==> config.mk <==
export PLATFORM = sky130hd
export DESIGN_NAME = multicycle_control
export DESIGN_NICKNAME = d
export VERILOG_FILES = /design/src/rtl/mc_pkg.sv /design/src/rtl/mc_output_decode.sv /design/src/rtl/multicycle_control.sv
export SDC_FILE = /design/constraint.sdc
export NUM_CORES = 1
export LEC_CHECK = 0
export ABC_AREA = 1
export BUFFER_PORTS_ARGS = -buffer_cell sky130_fd_sc_hd__buf_4
export CORE_MARGIN = 2
export CORE_UTILIZATION = 25
export CTS_CLUSTER_DIAMETER = 60
export CTS_CLUSTER_SIZE = 20
export DETAILED_ROUTE_END_ITERATION = 8
export GPL_ROUTABILITY_DRIVEN = 0
export PLACE_DENSITY = 0.46
export SYNTH_ARGS = -nofsm -noshare
export SYNTH_HDL_FRONTEND = slang
export SYNTH_SLANG_ARGS = --single-unit
==> constraint.sdc <==
create_clock -name clk -period 1.31 [get_ports clk]
set_input_delay 0.0655 -clock clk [delete_from_list [all_inputs] [get_ports clk]]
set_output_delay 0.0655 -clock clk [all_outputs]
set_load 0.005 [all_outputs]
==> src/rtl/mc_pkg.sv <==
// Shared encodings for the multicycle sequencer: states, opcodes and datapath select codes.
package mc_pkg;

  typedef enum logic [2:0] {
    StIdle   = 3'd0,
    StFetch  = 3'd1,
    StDecode = 3'd2,
    StExec   = 3'd3,
    StMem    = 3'd4,
    StWb     = 3'd5
  } state_e;

  localparam logic [2:0] OpR       = 3'b000;
  localparam logic [2:0] OpLw      = 3'b001;
  localparam logic [2:0] OpSw      = 3'b010;
  localparam logic [2:0] OpBeq     = 3'b011;
  localparam logic [2:0] OpJ       = 3'b100;
  localparam logic [2:0] OpAddi    = 3'b101;
  localparam logic [2:0] OpAndi    = 3'b110;
  localparam logic [2:0] OpIllegal = 3'b111;

  localparam logic [1:0] AluAdd   = 2'b00;
  localparam logic [1:0] AluSub   = 2'b01;
  localparam logic [1:0] AluFunct = 2'b10;
  localparam logic [1:0] AluAnd   = 2'b11;

  localparam logic [1:0] SrcBReg   = 2'b00;
  localparam logic [1:0] SrcBFour  = 2'b01;
  localparam logic [1:0] SrcBImm   = 2'b10;
  localparam logic [1:0] SrcBImmSh = 2'b11;

  localparam logic [1:0] PcAlu    = 2'b00;
  localparam logic [1:0] PcAluOut = 2'b01;
  localparam logic [1:0] PcJump   = 2'b10;

endpackage

==> src/rtl/mc_output_decode.sv <==
// Combinational strobe decode for the multicycle sequencer: (state, opcode, mem_ready) -> datapath
// controls. Anything not driven for a state stays 0.
module mc_output_decode
  import mc_pkg::*;
(
  input  state_e     state_i,
  input  logic [2:0] op_i,
  input  logic       mem_ready_i,
  output logic       pc_write_o,
  output logic       pc_write_cond_o,
  output logic       ir_write_o,
  output logic       i_or_d_o,
  output logic       mem_read_o,
  output logic       mem_write_o,
  output logic       mem_to_reg_o,
  output logic       reg_dst_o,
  output logic       reg_write_o,
  output logic       alu_src_a_o,
  output logic [1:0] alu_src_b_o,
  output logic [1:0] alu_op_o,
  output logic [1:0] pc_source_o,
  output logic       illegal_op_o
);

  always_comb begin
    pc_write_o      = 1'b0;
    pc_write_cond_o = 1'b0;
    ir_write_o      = 1'b0;
    i_or_d_o        = 1'b0;
    mem_read_o      = 1'b0;
    mem_write_o     = 1'b0;
    mem_to_reg_o    = 1'b0;
    reg_dst_o       = 1'b0;
    reg_write_o     = 1'b0;
    alu_src_a_o     = 1'b0;
    alu_src_b_o     = SrcBReg;
    alu_op_o        = AluAdd;
    pc_source_o     = PcAlu;
    illegal_op_o    = 1'b0;

    case (state_i)
      StFetch: begin
        mem_read_o  = 1'b1;
        alu_src_b_o = SrcBFour;
        ir_write_o  = mem_ready_i;
        pc_write_o  = mem_ready_i;
      end
      StDecode: begin
        // ALU precomputes the branch target while the opcode is examined.
        alu_src_b_o = SrcBImmSh;
        if (op_i == OpJ) begin
          pc_write_o  = 1'b1;
          pc_source_o = PcJump;
        end
        illegal_op_o = (op_i == OpIllegal);
      end
      StExec: begin
        alu_src_a_o = 1'b1;
        case (op_i)
          OpR: begin
            alu_src_b_o = SrcBReg;
            alu_op_o    = AluFunct;
          end
          OpAndi: begin
            alu_src_b_o = SrcBImm;
            alu_op_o    = AluAnd;
          end
          OpBeq: begin
            alu_src_b_o     = SrcBReg;
            alu_op_o        = AluSub;
            pc_write_cond_o = 1'b1;
            pc_source_o     = PcAluOut;
          end
          default: begin
            alu_src_b_o = SrcBImm;
            alu_op_o    = AluAdd;
          end
        endcase
      end
      StMem: begin
        i_or_d_o    = 1'b1;
        mem_read_o  = (op_i == OpLw);
        mem_write_o = (op_i == OpSw);
      end
      StWb: begin
        reg_write_o  = 1'b1;
        reg_dst_o    = (op_i == OpR);
        mem_to_reg_o = (op_i == OpLw);
      end
      default: ;
    endcase
  end

endmodule

==> src/rtl/multicycle_control.sv <==
// Multicycle instruction sequencer: FETCH/DECODE/EXEC/MEM/WB walk with memory-ready stalls and a
// retired-instruction counter.
module multicycle_control
  import mc_pkg::*;
#(
  parameter int unsigned COUNT_W = 16
) (
  input  logic               clk,
  input  logic               reset_n,
  input  logic               run,
  input  logic [2:0]         opcode,
  input  logic               mem_ready,
  output logic               pc_write,
  output logic               pc_write_cond,
  output logic               ir_write,
  output logic               i_or_d,
  output logic               mem_read,
  output logic               mem_write,
  output logic               mem_to_reg,
  output logic               reg_dst,
  output logic               reg_write,
  output logic               alu_src_a,
  output logic [1:0]         alu_src_b,
  output logic [1:0]         alu_op,
  output logic [1:0]         pc_source,
  output logic               illegal_op,
  output logic [2:0]         state,
  output logic [COUNT_W-1:0] instr_count
);

  state_e             state_q, state_d, fetch_or_idle;
  logic [2:0]         op_q, op_d, dec_op;
  logic [COUNT_W-1:0] count_q, count_d;
  logic               retire;

  // op_q only becomes valid after DECODE, so DECODE itself looks at the live opcode.
  assign dec_op        = (state_q == StDecode) ? opcode : op_q;
  assign fetch_or_idle = run ? StFetch : StIdle;

  always_comb begin
    state_d = state_q;
    op_d    = op_q;
    retire  = 1'b0;
    case (state_q)
      StIdle:  if (run) state_d = StFetch;
      StFetch: if (mem_ready) state_d = StDecode;
      StDecode: begin
        op_d = opcode;
        if (opcode == OpJ) begin
          retire  = 1'b1;
          state_d = fetch_or_idle;
        end else if (opcode == OpIllegal) begin
          state_d = StIdle;
        end else begin
          state_d = StExec;
        end
      end
      StExec: begin
        case (op_q)
          OpR, OpAddi, OpAndi: state_d = StWb;
          OpLw, OpSw:          state_d = StMem;
          OpBeq: begin
            retire  = 1'b1;
            state_d = fetch_or_idle;
          end
          default:             state_d = StIdle;
        endcase
      end
      StMem: begin
        if (mem_ready) begin
          if (op_q == OpSw) begin
            retire  = 1'b1;
            state_d = fetch_or_idle;
          end else begin
            state_d = StWb;
          end
        end
      end
      StWb: begin
        retire  = 1'b1;
        state_d = fetch_or_idle;
      end
      default: state_d = StIdle;
    endcase
  end

  assign count_d = retire ? count_q + COUNT_W'(1) : count_q;

  always_ff @(posedge clk) begin
    if (!reset_n) begin
      state_q <= StIdle;
      op_q    <= OpR;
      count_q <= '0;
    end else begin
      state_q <= state_d;
      op_q    <= op_d;
      count_q <= count_d;
    end
  end

  assign state       = state_q;
  assign instr_count = count_q;

  mc_output_decode u_decode (
    .state_i         (state_q),
    .op_i            (dec_op),
    .mem_ready_i     (mem_ready),
    .pc_write_o      (pc_write),
    .pc_write_cond_o (pc_write_cond),
    .ir_write_o      (ir_write),
    .i_or_d_o        (i_or_d),
    .mem_read_o      (mem_read),
    .mem_write_o     (mem_write),
    .mem_to_reg_o    (mem_to_reg),
    .reg_dst_o       (reg_dst),
    .reg_write_o     (reg_write),
    .alu_src_a_o     (alu_src_a),
    .alu_src_b_o     (alu_src_b),
    .alu_op_o        (alu_op),
    .pc_source_o     (pc_source),
    .illegal_op_o    (illegal_op)
  );

endmodule

### Word-level counts from Yosys, hierarchy flattened

Cells that the tools add are included.

* register bits: 22
* bits in latches: 0
* bits in writable memories: 0
* memory bits (read-only): 0
* bits of input ports: 7
* word-level logic and storage cells: 67
* memories kept: 0

* add/subtract/negate cells: 1
* multiply operators: 0
* divide/modulo/power cells: 0
* magnitude comparators: 0
* equality and inequality tests: 21
* shifts and indexed selects: 0
* muxes and demuxes: 35
* bitwise gates (word level): 0
* reductions and logical operators: 7

Operator list (number)
* equality test 3 bit (second input constant): 9
* equality test 3 x 2 -> 1 bit (second input constant): 6
* case mux 3 bit (6 select lines): 1
* 2-to-1 mux 1 bit: 17
* adder 16 x 1 -> 16 bit (second input constant): 1
* 2-to-1 mux 3 bit: 5
* case mux 2 bit (3 select lines): 2
* 2-to-1 mux 2 bit: 5
* equality test 3 x 1 -> 1 bit (second input constant): 3
* logical NOT 3 bit: 3
* case mux 3 bit (3 select lines): 1
* inequality test 2 bit (second input constant): 3
* case mux 1 bit (2 select lines): 2
* case mux 1 bit (4 select lines): 1
* case mux 2 bit (2 select lines): 1
* OR reduction 2 bit: 2
* AND reduction 3 bit: 1
* OR reduction 3 bit: 1

### Longest topological paths before layout

* depth in word-level cells: 6
* mapped depth: 10
* mapped depth without buffers: 10

### Hierarchy

From an unflattened synthesis, not the netlist that was laid out.

* cells, all modules: 264
* area, all modules: 1564.0 sq um

By module, submodules not included
* multicycle_control: instances 1, cells an instance 224, area each 1388.8 sq um
* mc_output_decode: instances 1, cells an instance 40, area each 175.2 sq um

### Worst setup path after synthesis

No wires, ideal clock.

* kind: register to register
* from: register state_q[2] (netlist: state[2])
* to: register count_q[11] (netlist: instr_count[11])
* library setup time: 0.071 ns
* arrival: 1.396 ns
* required time: 1.239 ns
* path slack: -0.156 ns
* stages on the path, launching flop included: 7
* buffers on the path: 1
* clock period less this slack: 1.466 ns
* cell sequence: dfxtp_1 inv_2 ha_1 inv_1 buf_2 nand3_1 a21oi_1

* longest elaborated chain between the ends: 2
* elaborated cells on any way between the ends: 5
* classes of those cells: eq/ne: 4; mux: 1

RTL lines
* start, declared: RTL line multicycle_control.sv:31 `state_e state_q, state_d, fetch_or_idle;`
* start signal, assigned: RTL line multicycle_control.sv:91 `state_q <= StIdle;`
* start signal, assigned: RTL line multicycle_control.sv:95 `state_q <= state_d;`
* equality test 3 bit / equality test 3 x 2 -> 1 bit (equally long branches): RTL line multicycle_control.sv:44 `case (state_q)`
* case mux 1 bit (4 select lines) (*): RTL line multicycle_control.sv:44
* end signal, assigned: RTL line multicycle_control.sv:97 `count_q <= count_d;`
* end, declared: RTL line multicycle_control.sv:33 `logic [COUNT_W-1:0] count_q, count_d;`

Mark *: on every way between the ends. The rest lies on a longest branch, timed or not.
A chain may end at the register's enable or synchronous reset.

### Worst setup path after layout

* from: register state_q[1] (netlist: state[1])
* to: output alu_op[0]

* longest elaborated chain between the ends: 5
* elaborated cells on any way between the ends: 8
* classes of those cells: eq/ne: 4; mux: 3; reduce/logical: 1

RTL lines
* equality test 3 x 2 -> 1 bit: RTL line multicycle_control.sv:37 `assign dec_op = (state_q == StDecode) ? opcode : op_q;`
* 2-to-1 mux 3 bit
* equality test 3 x 2 -> 1 bit (tied with other cells): RTL line mc_output_decode.sv:59 `case (op_i)`
* case mux 2 bit (3 select lines): RTL line mc_output_decode.sv:59
* 2-to-1 mux 2 bit (*): RTL line mc_output_decode.sv:41 `case (state_i)`
* end, declared: RTL line multicycle_control.sv:24 `output logic [1:0] alu_op,`

Marks and branches as above.

==> metrics.md <==
| Metric | Value |
|---|---|
| Outcome | `finished, violations left` |
| Failing checks | `negative setup slack` |
| WP data arrival | `1680 ps` |
| Max cap viols | `0` |
| DRT iter0 DRCs | `42` |
| Cts hold-fix bufs | `0` |
| I/O pins | `43` |
| CP Class | `register to output port` |
| Post-Syn Area | `1580 um2` |
| Crit Path Max Fanout | `5` |
| Final ANT Viol Nets | `0` |
| H-tree depth | `1` |
| Post-synth EDFFs | `0` |
| Clock root cell | `clkbuf_8` |
| Share of the synthesized area in the top cell type | `27.9%` |
| Post-Syn Area per Cell | `6.03 um2` |
| Fmax | `574 MHz` |
| Drt via density | `4.54` |
| Vias in the first global route | `1968` |
| Largest net degree at the start of global routing | `21` |
| Reg clk slew, reported paths | `90 ps` |
| WL/cell | `12.3 um` |
| Layout cells sized above 1 | `49.3%` |
| Crit. End Element | `output port` |
| Power per cell area | `897 nW/um2` |
| Worst-margin pin slew | `292 ps` |
| Post-synth top cells | `77 x nand2_1, 40 x nor2_1, 29 x nand3_1` |
| Met3 Use GR | `2.08%` |
| Clock latency at the later pin of the worst-skew pair | `280 ps` |
| Number of port buffers | `42` |
| Synth Warn # | `0` |
| CTS Buffer Depth | `2` |
| Setup TNS | `-10930 ps` |
| Synth cell types | `23` |
| Post-synth top flop | `dfxtp_1` |
| HP Class | `input port to register` |
| Leakage Power | `0.00128 uW` |
| Non-filler cells, final | `454` |
| Area Growth Syn to Fin | `81.8%` |
| Initial cell density of the core | `26.2%` |
| FF+latch count, synth | `22` |
| First-pass DRT Iterations | `4` |
| Die Area | `6970 um2` |
| Final period util | `133%` |
| Finished Cell Area | `2870 um2` |
| RSZ-0062 raised after global routing | `true` |
| Maximum VDD drop | `551 uV` |
| Count of final hold-check violations | `0` |
| DR vias | `2061` |
| Chip height | `83.5 um` |
| Req. time, crit path | `1240 ps` |
| DP HPWL | `4040 um` |
| Clk_skew | `14.8 ps` |
| Dominant cell by count in the synthesized netlist | `nand2_1` |
| DR DRC count | `0` |
| Final Max Tran Viols | `0` |
| Async S/R FF share, synth | `0%` |
| Synth Instances | `262` |
| Num CTS Buffers | `3` |
| CTS tree | `built` |
| ANT cells | `0` |
| Max-slew headroom | `80.5%` |
| DP Area | `2390 um2` |
| Busiest layer in global routing | `met2` |
| Final WS setup | `-432 ps` |
| Global-route wire length before repair | `9120 um` |
| Post-Syn Nets | `272` |
| Nets | `390` |
| Grt met2 use | `26.6%` |
| Fin crit period | `1740 ps` |
| Clock sink total | `22` |
| Initial antenna violation count | `0` |
| Synth area leader | `dfxtp_1` |
| Std-Cell Core Area | `6030 um2` |
| Total Wirelength | `5600 um` |
| Grt met1 use | `20.9%` |
| Total gr overflow | `0` |
| Post-Place Cells | `430` |
| Final setup vio count | `37` |
| Site Rows | `28` |
| Seq/Total Area, Yosys | `27.9%` |
| Startpoint Class | `register` |
| Die width | `83.5 um` |
| Synth area leaders | `dfxtp_1 28%, nand2_1 18%, nor2_1 9.5%, nand3_1 9.2%, a21oi_1 7.0%` |
| GRT Util Overall | `15.7%` |
## final cells by class
| cell class | instances | area [um2] |
|---|---|---|
| Clock buffer | 3 | 41.3 |
| Timing Repair Buffer | 116 | 923 |
| Sequential cell | 22 | 453 |
| Multi-Input combinational cell | 209 | 1220 |
| Inverter | 28 | 115 |
| Fill cell | 619 | 3150 |
| Tap cell | 75 | 93.8 |
| Clock inverter | 1 | 30.0 |
## routing by layer
| metal | wire length (um) | share of wire, % | vias to the layer above |
|---|---|---|---|
| met5 | 0 | 0 | - |
| met2 | 2630 | 47 | 47 |
| met1 | 2660 | 48 | 927 |
| met3 | 239 | 4.3 | 8 |
| met4 | 64 | 1.1 | 0 |
| li1 | - | - | 1079 |
## per-stage QoR
| stage | util, % | setup slack, ps | hold WS (ps) | total power [uW] |
|---|---|---|---|---|
| final | 47.7 | -432 | 40.9 | 2580 |
| after global routing | 47.7 | -534 | 46.9 | 2720 |
| after CTS | 45.7 | -409 | 36.4 | 2490 |
| after detailed placement | 39.6 | -217 | 351 | 1590 |
| after global placement | 39.6 | -162 | 331 | 1590 |
| after floorplan | - | 2.63 | 194 | 1170 |
## cells by family (layout without fill, tap and decap cells)
family / count (synthesis) / in the layout / synth area share (%)
AOI/OAI and AO/OA: 34 / 34 / 11.2
xor gates and xnor gates: 7 / 7 / 3.88
adders and majority gates: 3 / 3 / 2.38
buffers and inverters: 33 / 148 / 8.63
DFF: 22 / 22 / 27.9
and+or+nand+nor: 163 / 165 / 46.0
## sequential cells by signal, indices dropped and copies added (netlist names)
| register | flops |
|---|---|
| instr_count | 16 |
| op_q | 3 |
| state | 3 |
## report_power, final
| part | switching (uW) | total [uW] | internal [uW] |
|---|---|---|---|
| Combinational | 612 | 1160 | 548 |
| Clock | 250 | 659 | 409 |
| Sequential | 51.5 | 758 | 706 |
| Total | 913 | 2580 | 1660 |
## path summary, 6_finish.rpt
kind | from | end | slack [ps] | cells past startpoint
max | state[1]$_SDFFE_PN0P_ | alu_op[0] | -430 | 9
min | reset_n | instr_count[0]$_SDFFE_PN0P_ | 40 | 3
max reg2reg | state[1]$_SDFFE_PN0P_ | instr_count[7]$_SDFFE_PN0P_ | -360 | 12
min reg2reg | instr_count[3]$_SDFFE_PN0P_ | instr_count[3]$_SDFFE_PN0P_ | 490 | 2
## placed cells by master, fill, tap and decap left out, types with 7 or more instances in the layout
cell type,count
nor2_1,33
nand2_2,16
buf_4,102
a21oi_1,17
inv_1,19
dfxtp_1,18
nor2_4,7
nand2_1,59
nand3_1,24
buf_6,14
## critical path, cell delays in order, from the launching register on
cell,delay [ps]
dfxtp_4,390
inv_4,40
nor2_4,100
nand2_4,100
o21ai_4,200
inv_2,80
nor2_1,90
nand2_1,90
a21oi_1,160
buf_4,140
## repair_timing
item / CTS / global route
gates cloned: 3 / 0
gates resized for setup: 54 / 30
pin swaps: 17 / 10
endpoints found under the setup margin: 37 / 38
setup buffers: 14 / 6
No activity file was read; power rests on OpenSTA's default activity.
